[src/rtl/nina_share_decoder.sv]
// Sequential unmasking and consistency checking for NINA masked, repetition-encoded bits.
// Shares are folded one per cycle so no combinational cone ever combines all shares.
module nina_share_decoder #(
  parameter int D = 2,
  parameter int K = 1
) (
  input  logic                 clk,
  input  logic                 rst_n,
  input  logic                 in_valid,
  output logic                 in_ready,
  input  logic [(D+1)*(K+1)-1:0] in_shares,
  output logic                 out_valid,
  input  logic                 out_ready,
  output logic                 out_data,
  output logic                 out_fault,
  output logic                 alarm
);

  localparam int W  = K + 1;
  localparam int N  = D + 1;
  localparam int CW = (N > 1) ? $clog2(N) : 1;

  localparam logic [1:0] INIT = 2'd0;
  localparam logic [1:0] IDLE = 2'd1;
  localparam logic [1:0] FOLD = 2'd2;
  localparam logic [1:0] DONE = 2'd3;

  logic [1:0]    state_q, state_d;
  logic [N*W-1:0] share_q, share_d;
  logic [W-1:0]  acc_q, acc_d;
  logic [CW-1:0] cnt_q, cnt_d;
  logic          flt_q, flt_d;
  logic          alarm_q, alarm_d;

  logic [W-1:0]  curShare;
  logic [W-1:0]  accNext;
  logic          shareBad;
  logic          accBad;

  // A repetition codeword is valid only when all of its bits agree.
  always_comb begin
    curShare = share_q[int'(cnt_q)*W +: W];
    accNext  = acc_q ^ curShare;
    shareBad = ~((&curShare) | ~(|curShare));
    accBad   = ~((&accNext) | ~(|accNext));
  end

  always_comb begin
    state_d = state_q;
    share_d = share_q;
    acc_d   = acc_q;
    cnt_d   = cnt_q;
    flt_d   = flt_q;
    alarm_d = alarm_q;
    case (state_q)
      INIT: state_d = IDLE;
      IDLE: begin
        if (in_valid) begin
          share_d = in_shares;
          acc_d   = '0;
          cnt_d   = '0;
          flt_d   = 1'b0;
          state_d = FOLD;
        end
      end
      FOLD: begin
        acc_d = accNext;
        flt_d = flt_q | shareBad;
        cnt_d = cnt_q + 1'b1;
        // Last share: wipe the stored shares and also check the recombined codeword.
        if (int'(cnt_q) == D) begin
          flt_d   = flt_q | shareBad | accBad;
          share_d = '0;
          cnt_d   = '0;
          alarm_d = alarm_q | flt_d;
          state_d = DONE;
        end
      end
      DONE: begin
        if (out_ready) begin
          acc_d   = '0;
          flt_d   = 1'b0;
          state_d = IDLE;
        end
      end
      default: state_d = INIT;
    endcase
  end

  always_ff @(posedge clk or negedge rst_n) begin
    if (!rst_n) begin
      state_q <= INIT;
      share_q <= '0;
      acc_q   <= '0;
      cnt_q   <= '0;
      flt_q   <= 1'b0;
      alarm_q <= 1'b0;
    end else begin
      state_q <= state_d;
      share_q <= share_d;
      acc_q   <= acc_d;
      cnt_q   <= cnt_d;
      flt_q   <= flt_d;
      alarm_q <= alarm_d;
    end
  end

  // Outputs decode registered state only, so in_shares never reaches a port combinationally.
  assign in_ready  = (state_q == IDLE);
  assign out_valid = (state_q == DONE);
  assign out_data  = (state_q == DONE) & ~flt_q & acc_q[0];
  assign out_fault = (state_q == DONE) & flt_q;
  assign alarm     = alarm_q;

endmodule

[config.mk]
export PLATFORM = sky130hd
export DESIGN_NAME = nina_share_decoder
export DESIGN_NICKNAME = d
export VERILOG_FILES = /design/src/rtl/nina_share_decoder.sv
export SDC_FILE = /design/constraint.sdc
export NUM_CORES = 1
export LEC_CHECK = 0
export CORE_MARGIN = 4
export CORE_UTILIZATION = 45
export CTS_CLUSTER_SIZE = 20
export DETAILED_ROUTE_END_ITERATION = 6
export GPL_TIMING_DRIVEN = 0
export PLACE_DENSITY_LB_ADDON = 0.12
export SYNTH_ARGS = -nofsm -noshare
export SYNTH_HDL_FRONTEND = slang
export SYNTH_SLANG_ARGS = --single-unit
[constraint.sdc]
create_clock -name clk -period 1.62 [get_ports clk]
set_clock_uncertainty 0.2 [all_clocks]
set_input_delay 0.405 -clock clk [delete_from_list [all_inputs] [get_ports clk]]
set_output_delay 0.405 -clock clk [all_outputs]
set_load 0.02 [all_outputs]
==> out/results.ini <==
[route]
dr.max_layer_used=met4
met2_length_um=793
drt.antenna.violating_nets=0
via_per_inst=5.27
m1WireLength_um=740
drt-total-wl_um=1630
wl_per_cell_um=13.0
drc=0
drtIter0Drc=7
dr_wl_met3_um=76
drt-pass1-iter-count=4
num_vias=664

[sta]
setup_violations=18
whs_ns=0.271
worstMarginPinSlew_ns=0.642
fin_crit_ns=1.79
finalCritPeriodShare=1.10
finalMaxSlewViolations=0
setup_slack_ns=-0.166
relSlewSlack=0.571
rsz0062_at_grt=true
hold_viol=0
fmax_ghz=0.560

[logic_synthesis]
synth.cell_area_um2=822
synth_most_common_cell=dfrtp_1
syn_nets=87
syn_inst=73
ys.flop_type=dfrtp_1
synth_area_per_cell_um2=11.3
ys_seq_area_frac=0.426
synth.top_cells.by_count=dfrtp_1, a22o_1
ys_warn_count=0
synth_top_area_frac=0.426
ys_ff_latch=14
synth.distinct_cells=32
synth_edf_count=0
async_flop_share=1.00
synthTopCellsByArea=dfrtp_1, a22o_1, ha_1, mux2i_1, xor2_1
yosysTopAreaCell=dfrtp_1

[global_route]
grt_pass1_wl_um=2880
grt_start_max_net_pins=15
grt_pass1_vias=646
grt_usage=0.149
grt_overflow=0
antenna_found_initial=0

[job]
drv_cap=0

[critical_path]
arrival_ns=1.18
cp-start-kind=flop
path_class=flop to primary output
max_stage_delay_ns=0.45
required_ns=1.01
crit_path_top_delay_cell=dfrtp_2
cp-end-kind=primary output
crit_family=flip-flops
worstPathCellList=ha_4 > nor3b_4 > buf_6
cp_max_fo=4
crit_buf_inv=1
r2r_slack_ns=-0.16

[pwr]
ir_worst_vdd_mv=1.12
power-per-cell-area_mw_per_mm2=1910
leakage_nw=0.536

[floorplanning]
dieArea_mm2=0.00257
io_pins=15
core-area_mm2=0.00173
rows=15
die_w_um=50.7
start_util=0.476
dieHeight_um=50.7

[layout]
diodes=0
num-nets-final=116
final-seq-area_um2=352
multi_input_area_um2=505
final_cell_area_mm2=0.00120
area_growth_pct=46.0
filler_cell_count=136
drive_gt1_frac=0.386

[cts]
clock_latency_ns=0.28
cts_tree=done
clk_pin_slew_ns=0.09
cts_buffer_depth=2
holdBufCountCts=0
root_buffer=clkbuf_4
cts_buffers=3
cts-htree-levels=1
clock-sinks=14

[min_path]
hold_class=flop to flop

[place]
hpwl_um=1200
dpl_cell_area_mm2=0.00104
port_buffers=14
gp_congestion=0.771

[outcome]
outcome=complete, but fails checks
failed_checks=setup timing

## cell type report
| type | instances | area share |
|---|---|---|
| flip-flops and latches | 14 | 0.293 |
| repair buffers | 24 | 0.188 |
| plain buffers | 3 | 0.0229 |
| clock buffers | 4 | 0.0302 |
| multi-input cells | 50 | 0.421 |
| well taps | 25 | 0.0261 |
| inverters | 6 | 0.0188 |
## stage by stage
step | TNS, ns | setup WS [ns] | cells | total power, mW | util
after floorplan | -0.207 | -0.0313 | 73 | 1.52 | -
after global placement | -4.32 | -0.472 | 112 | 1.75 | 0.602
after detailed placement | -4.53 | -0.480 | 112 | 1.79 | 0.602
after CTS | -2.06 | -0.206 | 123 | 2.27 | 0.680
after global routing | -3.07 | -0.231 | 126 | 2.48 | 0.695
final | -1.90 | -0.166 | 126 | 2.30 | 0.695
## final timing paths
check | start | end | cells past startpoint
worst max register to register | state_q[0] | share_q[3] | 6
worst min-delay path | alarm | alarm | 1
min in group asynchronous | rst_n | cnt_q[0] | 1
worst max-delay path | state_q[1] | out_data | 3
worst min register to register | alarm | alarm | 1
max in group asynchronous | rst_n | state_q[1] | 1
## kinds of logic (layout without fill, tap and decap cells)
logic type / after synthesis / in the layout / share of synthesized area
XOR/XNOR: 4 / 4 / 0.0426
multiplexers: 3 / 3 / 0.0365
buffers and inverters: 9 / 37 / 0.0533
AO/OA/AOI/OAI: 23 / 23 / 0.263
flip-flops: 14 / 14 / 0.426
adder cells (fa/ha/maj): 4 / 4 / 0.0609
AND/OR/NAND/NOR: 16 / 16 / 0.117
## cell usage in the layout (no fill, tap or decap), types with 2 or more instances in the layout
| cell type | Yosys | layout |
|---|---|---|
| dfrtp_1 | 14 | 13 |
| clkbuf_4 | 0 | 3 |
| mux2i_1 | 3 | 3 |
| a2bb2oi_1 | 2 | 2 |
| buf_4 | 0 | 7 |
| xor2_1 | 3 | 3 |
| nor2_1 | 4 | 4 |
| buf_2 | 2 | 2 |
| nor2b_4 | 1 | 2 |
| buf_6 | 1 | 8 |
| ha_4 | 0 | 2 |
| inv_2 | 2 | 4 |
| clkdlybuf4s50_1 | 0 | 9 |
| nand2_1 | 2 | 2 |
| a22o_1 | 7 | 7 |
| ha_2 | 0 | 2 |
| nand3_1 | 4 | 4 |
| inv_1 | 4 | 2 |
## registers in the layout (all words and copies together), names as in the netlist
| register | count |
|---|---|
| acc_q | 2 |
| alarm | 1 |
| cnt_q | 2 |
| flt_q | 1 |
| share_q | 6 |
| state_q | 2 |
## worst reg2reg max path: cells and delay by family, from the launching register on
kind | cells | cell delay [ns]
AND/OR/NAND/NOR | 1 | 0.14
buffers and inverters | 1 | 0.15
adder cells (fa/ha/maj) | 1 | 0.16
AO/OA/AOI/OAI | 3 | 0.60
flip-flops | 1 | 0.43
## where the power goes
group | internal, mW | switching, mW
registers | 0.482 | 0.124
logic | 0.781 | 0.659
clock network | 0.137 | 0.114
total | 1.40 | 0.897
## metal layers
metal | vias to the layer above | GRT usage
li1 | 327 | -
met1 | 319 | 0.184
met2 | 16 | 0.250
met3 | 2 | 0.0267
met4 | 0 | 0.0717
met5 | - | 0
## what timing repair did
item,in CTS,in global routing
resized for setup,32,3
pin swaps,5,2
buffers inserted,7,3
endpoints found under the setup margin,18,19
(Power assumes the default switching activity.)
